File: config.mk
export PLATFORM = sky130hd
export DESIGN_NAME = d_stage_pipelined
export DESIGN_NICKNAME = d
export VERILOG_FILES = /design/src/rtl/d_stage_pipelined.sv
export SDC_FILE = /design/constraint.sdc
export NUM_CORES = 2
export LEC_CHECK = 0
export BUFFER_PORTS_ARGS = -buffer_cell sky130_fd_sc_hd__buf_4
export CORE_MARGIN = 2
export CORE_UTILIZATION = 50
export CTS_CLUSTER_DIAMETER = 120
export DETAILED_ROUTE_END_ITERATION = 6
export HOLD_SLACK_MARGIN = 0.12
export PLACE_DENSITY = 0.67
export SLEW_MARGIN = 10
export SYNTH_ARGS = -nofsm -noshare
export SYNTH_HDL_FRONTEND = slang
export SYNTH_SLANG_ARGS = --single-unit
File: constraint.sdc
create_clock -name clock -period 2.96 [get_ports clock]
set_clock_uncertainty 0.1 [all_clocks]
set_input_delay 0.592 -clock clock [delete_from_list [all_inputs] [get_ports clock]]
set_output_delay 0.592 -clock clock [all_outputs]
set_load 0.05 [all_outputs]
File: src/rtl/d_stage_pipelined.sv
// RV32I decode stage: regfile with WB bypass, load-use bubbles, flush,
// illegal-op flag and a registered valid/ready output slot toward the ALU.
module d_stage_pipelined #(
   parameter int  XLEN  = 32,
   parameter int  NREGS = 32,
   parameter int  CNT_W = 16,
   localparam int RAW   = (NREGS > 1) ? $clog2(NREGS) : 1
) (
   input  logic            clock,
   input  logic            reset,
   input  logic            fd_valid,
   output logic            fd_ready,
   input  logic [XLEN-1:0] fd_pc,
   input  logic [31:0]     fd_instr,
   input  logic            flush,
   input  logic            w_regfile,
   input  logic [RAW-1:0]  sel_regfile,
   input  logic [XLEN-1:0] data_regfile,
   input  logic            a_ready,
   output logic            da_valid,
   output logic [XLEN-1:0] da_pc,
   output logic [RAW-1:0]  da_write_sel,
   output logic [RAW-1:0]  da_read_sel1,
   output logic [RAW-1:0]  da_read_sel2,
   output logic [XLEN-1:0] da_data1,
   output logic [XLEN-1:0] da_data2,
   output logic [XLEN-1:0] da_imm32,
   output logic [5:0]      da_ALU_Control,
   output logic [XLEN-1:0] da_target_PC,
   output logic            da_is_wb,
   output logic            da_is_branch,
   output logic            da_is_jump,
   output logic            da_is_load,
   output logic            da_is_store,
   output logic            da_illegal,
   output logic [CNT_W-1:0] d_stall_count
);

   localparam logic [6:0] OP_R   = 7'b0110011;
   localparam logic [6:0] OP_I   = 7'b0010011;
   localparam logic [6:0] OP_LD  = 7'b0000011;
   localparam logic [6:0] OP_ST  = 7'b0100011;
   localparam logic [6:0] OP_BR  = 7'b1100011;
   localparam logic [6:0] OP_JAL = 7'b1101111;
   localparam logic [6:0] OP_LUI = 7'b0110111;

   typedef struct packed {
      logic            valid;
      logic [XLEN-1:0] pc;
      logic [RAW-1:0]  wsel, rsel1, rsel2;
      logic [XLEN-1:0] data1, data2, imm, tgt;
      logic [5:0]      alu;
      logic            wb, br, jmp, ld, st, ill;
   } da_t;

   da_t              da_q, da_d, dec;
   logic [CNT_W-1:0] cnt_q, cnt_d;
   logic [XLEN-1:0]  regs_q [NREGS];
   logic [XLEN-1:0]  regs_d [NREGS];

   logic [6:0]        opc;
   logic [2:0]        f3;
   logic              f7b, use1, use2, advance, hazard;
   logic [RAW-1:0]    rs1_sel, rs2_sel, rd_sel;
   logic signed [31:0] imm32;

   assign opc     = fd_instr[6:0];
   assign f3      = fd_instr[14:12];
   assign f7b     = fd_instr[30];
   assign rd_sel  = fd_instr[7 +: RAW];
   assign rs1_sel = fd_instr[15 +: RAW];
   assign rs2_sel = fd_instr[20 +: RAW];

   // alt selects sub/sra; the caller masks it for OP-IMM add
   function automatic logic [5:0] alu_op(input logic [2:0] fn, input logic alt);
      case (fn)
         3'b000:  alu_op = {5'b0, alt};
         3'b001:  alu_op = 6'd5;
         3'b010:  alu_op = 6'd8;
         3'b011:  alu_op = 6'd9;
         3'b100:  alu_op = 6'd4;
         3'b101:  alu_op = alt ? 6'd7 : 6'd6;
         3'b110:  alu_op = 6'd3;
         default: alu_op = 6'd2;
      endcase
   endfunction

   always_comb begin
      dec       = '0;
      imm32     = '0;
      use1      = 1'b0;
      use2      = 1'b0;
      dec.valid = 1'b1;
      dec.pc    = fd_pc;
      dec.wsel  = rd_sel;
      dec.rsel1 = rs1_sel;
      dec.rsel2 = rs2_sel;
      case (opc)
         OP_R: begin
            use1 = 1'b1; use2 = 1'b1; dec.wb = 1'b1;
            dec.alu = alu_op(f3, f7b);
         end
         OP_I: begin
            use1 = 1'b1; dec.wb = 1'b1;
            dec.alu = alu_op(f3, f7b && (f3 == 3'b101));
            imm32 = {{20{fd_instr[31]}}, fd_instr[31:20]};
         end
         OP_LD: begin
            use1 = 1'b1; dec.wb = 1'b1; dec.ld = 1'b1;
            imm32 = {{20{fd_instr[31]}}, fd_instr[31:20]};
         end
         OP_ST: begin
            use1 = 1'b1; use2 = 1'b1; dec.st = 1'b1;
            imm32 = {{20{fd_instr[31]}}, fd_instr[31:25], fd_instr[11:7]};
         end
         OP_BR: begin
            if (f3[2:1] == 2'b01) begin
               dec.ill = 1'b1;
            end else begin
               use1 = 1'b1; use2 = 1'b1; dec.br = 1'b1;
               dec.alu = {3'b010, f3};
               imm32 = {{20{fd_instr[31]}}, fd_instr[7], fd_instr[30:25],
                        fd_instr[11:8], 1'b0};
            end
         end
         OP_JAL: begin
            dec.wb = 1'b1; dec.jmp = 1'b1; dec.alu = 6'b100001;
            imm32 = {{12{fd_instr[31]}}, fd_instr[19:12], fd_instr[20],
                     fd_instr[30:21], 1'b0};
         end
         OP_LUI: begin
            dec.wb = 1'b1; dec.alu = 6'b100000;
            imm32 = {fd_instr[31:12], 12'b0};
         end
         default: dec.ill = 1'b1;
      endcase
      if (rd_sel == '0) dec.wb = 1'b0;
      dec.imm = XLEN'(imm32);
      dec.tgt = (dec.br || dec.jmp) ? fd_pc + dec.imm : '0;
      // operand read with same-cycle WB bypass; x0 is hardwired zero
      dec.data1 = (w_regfile && sel_regfile != '0 && sel_regfile == rs1_sel)
                  ? data_regfile : regs_q[rs1_sel];
      dec.data2 = (w_regfile && sel_regfile != '0 && sel_regfile == rs2_sel)
                  ? data_regfile : regs_q[rs2_sel];
      if (rs1_sel == '0) dec.data1 = '0;
      if (rs2_sel == '0) dec.data2 = '0;
   end

   assign advance  = !da_q.valid || a_ready;
   assign hazard   = fd_valid && da_q.valid && da_q.ld && (da_q.wsel != '0) &&
                     ((use1 && rs1_sel == da_q.wsel) || (use2 && rs2_sel == da_q.wsel));
   assign fd_ready = advance && (!hazard || flush);

   always_comb begin
      da_d  = da_q;
      cnt_d = cnt_q;
      if (flush) begin
         da_d.valid = 1'b0;
      end else if (advance && hazard) begin
         da_d.valid = 1'b0;
         if (cnt_q != '1) cnt_d = cnt_q + 1'b1;
      end else if (advance && fd_valid) begin
         da_d = dec;
      end else if (advance) begin
         da_d.valid = 1'b0;
      end
   end

   always_comb begin
      regs_d = regs_q;
      if (w_regfile && sel_regfile != '0) regs_d[sel_regfile] = data_regfile;
   end

   always_ff @(posedge clock or negedge reset) begin
      if (!reset) begin
         da_q  <= '0;
         cnt_q <= '0;
         for (int i = 0; i < NREGS; i++) regs_q[i] <= '0;
      end else begin
         da_q   <= da_d;
         cnt_q  <= cnt_d;
         regs_q <= regs_d;
      end
   end

   assign da_valid       = da_q.valid;
   assign da_pc          = da_q.pc;
   assign da_write_sel   = da_q.wsel;
   assign da_read_sel1   = da_q.rsel1;
   assign da_read_sel2   = da_q.rsel2;
   assign da_data1       = da_q.data1;
   assign da_data2       = da_q.data2;
   assign da_imm32       = da_q.imm;
   assign da_ALU_Control = da_q.alu;
   assign da_target_PC   = da_q.tgt;
   assign da_is_wb       = da_q.wb;
   assign da_is_branch   = da_q.br;
   assign da_is_jump     = da_q.jmp;
   assign da_is_load     = da_q.ld;
   assign da_is_store    = da_q.st;
   assign da_illegal     = da_q.ill;
   assign d_stall_count  = cnt_q;

endmodule

==> impl_metrics.csv <==
group,metric,value,unit
die,die_w,363,um
critical_path,worstPathRequired,2270,ps
run_status,failed_checks,"negative setup slack",
pwr,p_int,36500,uW
synthesis,ys.flop_type,"dfrtp_1",
pwr,ir_drop,0.532,mV
clock_tree,htreeDepth,4,
critical_path,path_max_fanout,4,
sta,rsz0062_at_grt,"true",
critical_path,crit_path_end_kind,"output pin",
synthesis,synth_nets,4517,
routing,ant_nets,0,
routing,dr_total_vias,43200,
critical_path,r2r_start,"da_write_sel[0]",
pwr,power_density,661,nW/um^2
global_route,grt_pass1_vias,44400,
placed_design,dp_cells,6332,
finish,nFillCells,9594,
routing,drt_first_pass_iters,5,
routing,wl,198000,um
critical_path,r2r_slack,120,ps
die,die_area,132000,um^2
die,core_area,128000,um^2
global_route,grt-ovfl-total,0,
critical_path,crit_arrival,2400,ps
global_route,antenna_found_initial,0,
sta,whs,140,ps
sta,finalCritPeriodShare,1.04,
min_path,holdCritPathClass,"in2reg",
sta,worstMarginPinSlew,1020,ps
routing,drtIter0Drc,4366,
placed_design,place_congestion,0.952,
synthesis,synth_top_cell_by_area,"dfrtp_1",
sta,setup_viol,5,
clock_tree,insertion_delay,790,ps
global_route,grt_pass1_wl,297000,um
finish,antenna_cells,0,
sta,fin_crit,3090,ps
synthesis,synth_cells,4377,
sta,max_freq,324,MHz
clock_tree,root_buffer,"clkbuf_16",
die,initial_core_util,0.504,
synthesis,synth_edf_count,0,
run_status,outcome,"complete, but fails checks",
critical_path,startpoint_type,"flop",
clock_tree,max-clock-path-buffers,3,
job,maxCapViolCount,0,
pwr,seqPwrFrac,0.430,
synthesis,syn-cell-area,64300,um^2
critical_path,crit_path_end,"fd_ready",
synthesis,ys_ff_latch,1228,
routing,wl_per_cell,29.9,um
synthesis,yosysSeqAreaShare,0.478,
finish,fin_util,0.608,
pwr,combPwrFrac,0.229,
synthesis,synth_cell_types,65,
synthesis,synth.area.top_cells,"dfrtp_1 48%, mux4_2 20%, mux2_2 19%",
finish,finish.instance_area,77600,um^2
synthesis,synth_top_cell_area_share,0.478,
die,row_count,131,
die,pin_count,312,
pwr,leakage,0.0345,uW
synthesis,synth_most_common_cell,"dfrtp_1",
finish,post_layout_nonfiller_instances,6643,
sta,setup_ws,-130,ps
global_route,grtUsageTotal,0.305,
synthesis,yosys_warnings,0,
sta,final.setup.tns,-346,ps
pwr,switching_share,0.288,
finish,syn_to_final_growth,20.6,%
critical_path,rr_endpoint,"da_valid",
pwr,clockPowerShare,0.341,
die,die_h,363,um
clock_tree,cts.clk_slew.worst_paths,60,ps
critical_path,startpoint,"da_write_sel[0]",
sta,maxSlewViolCount,0,
sta,hold_viol_final,0,
global_route,grt_max_degree,99,
finish,num-nets-final,5015,
pwr,p_switching,14800,uW
sta,slew_headroom,0.321,
critical_path,r2r_cells,11,
placed_design,place_area,72000,um^2
clock_tree,cts_buffers,138,
synthesis,syn_avg_cell_area,14.7,um^2
routing,vias_per_cell,6.50,
clock_tree,cts_tree,"yes",
placed_design,port_buffers,311,
clock_tree,cts.sink_count,1228,
synthesis,async_flop_share,1.00,
finish,drive_gt1_frac,0.560,
synthesis,synth_commonest_cells,"1228 x dfrtp_1, 1105 x mux2_2, 576 x mux4_2",
routing,drc,0,
placed_design,hpwl,123000,um
critical_path,path_class,"reg2out",
[placed cells by master (no fill, tap or decap), types with 7 or more instances in the layout]
cell and n:
nand2_2 21, o22ai_1 33, o21ai_1 54, nor2_1 92, clkbuf_1 32, dfrtp_1 1226, nand2_1 148, buf_4 634
buf_12 114, a21oi_1 89, nand3_1 15, clkinv_2 16, nor3_1 41, xnor2_2 8, nor2_4 18, ha_4 9
nor2b_1 7, a21oi_2 11, mux4_2 576, a211oi_1 34, dlygate4sd3_1 43, xnor2_1 31, mux2i_1 128, o21ai_0 56
a21o_1 33, ha_1 22, inv_6 12, buf_6 12, bufinv_16 10, nand4_1 8, nor3b_1 7, inv_1 11
mux2_2 1105, clkbuf_16 138, clkbuf_8 26, xor2_1 20, nand3b_1 7
[worst min path at each step]
| stage | end | depth (start not counted) | slack, ps | startpoint |
|---|---|---|---|---|
| finish | da_imm32[3] | 3 | 140 | fd_instr[10] |
| detailed placement | regs_q[1005] | 0 | 280 | regs_q[1005] |
| global route | da_imm32[3] | 3 | 120 | fd_instr[10] |
| CTS | da_ALU_Control[3] | 4 | 120 | fd_instr[13] |
| global placement | regs_q[1016] | 0 | 280 | regs_q[1016] |
| floorplan | d_stall_count[0] | 0 | 200 | reset |
[power groups by stage]
stage	combinational (uW)	clock, uW	sequential (uW)
2_1_floorplan	7140	0	22700
3_3_place_gp	11400	0	22100
3_5_place_dp	11600	0	22200
4_1_cts	11700	17800	21900
5_1_grt	12500	18500	22400
6_report	11700	17500	22000
[timing repair]
item | 4_1_cts | 5_1_grt
buffers inserted | 6 | 18
pin swaps | 8 | 54
hold buffers | 43 | 1
gates resized for setup | 16 | 74
hold endpoints to repair | 429 | 2
endpoints found under the setup margin | 79 | 22
[logic make-up (layout without fill, tap and decap cells)]
family / Yosys count / after routing / synth area share
adder cells (fa/ha/maj): 33 / 33 / 0.00654
AND/OR/NAND/NOR: 418 / 418 / 0.0292
buffers and inverters: 461 / 1065 / 0.0283
AO/OA/AOI/OAI: 369 / 369 / 0.0352
flip-flops: 1228 / 1228 / 0.478
multiplexers: 1809 / 1809 / 0.415
XOR/XNOR: 59 / 59 / 0.00803
[area by class of cell]
cell class,count,area (um^2),share of cell area
Multi-Input combinational cell,2688,32500,0.419
Sequential cell,1228,30700,0.396
Timing Repair Buffer,808,7680,0.0990
Clock buffer,195,3920,0.0505
Tap cell,1662,2080,0.0268
Clock inverter,51,651,0.00838
Inverter,11,41.3,0.000532
[flip-flops by register name, summed over array words and instances, names as in the netlist, 5 cells and up]
signal,flops
regs_q,1024
da_data1,32
da_data2,32
da_imm32,32
da_pc,32
da_target_PC,32
d_stall_count,16
da_ALU_Control,6
da_read_sel1,5
da_read_sel2,5
da_write_sel,5
[stage by stage]
stage,total power (uW),worst slack (ps)
6_report,51300,-130
5_1_grt,53300,-224
4_1_cts,51400,-187
3_5_place_dp,33800,-879
3_3_place_gp,33500,-813
2_1_floorplan,29900,-689
[critical path, cell delays in order (launching register included)]
cell and delay (ps):
dfrtp_2 490, xnor2_1 190, nand2_1 90, o22ai_2 220
buf_6 160, o2111ai_4 130, nor2_2 150, nor2_2 50
buf_6 160
[per-layer routing]
metal / GRT usage / wire [um] / share of wire / vias up
met1: 0.447 / 86700 / 0.44 / 23400
met4: 0.0928 / 5730 / 0.029 / 0
met5: 0 / 0 / 0 / -
li1: - / - / - / 17700
met3: 0.0581 / 14800 / 0.075 / 337
met2: 0.464 / 91100 / 0.46 / 1707
(Power assumes the default switching activity.)
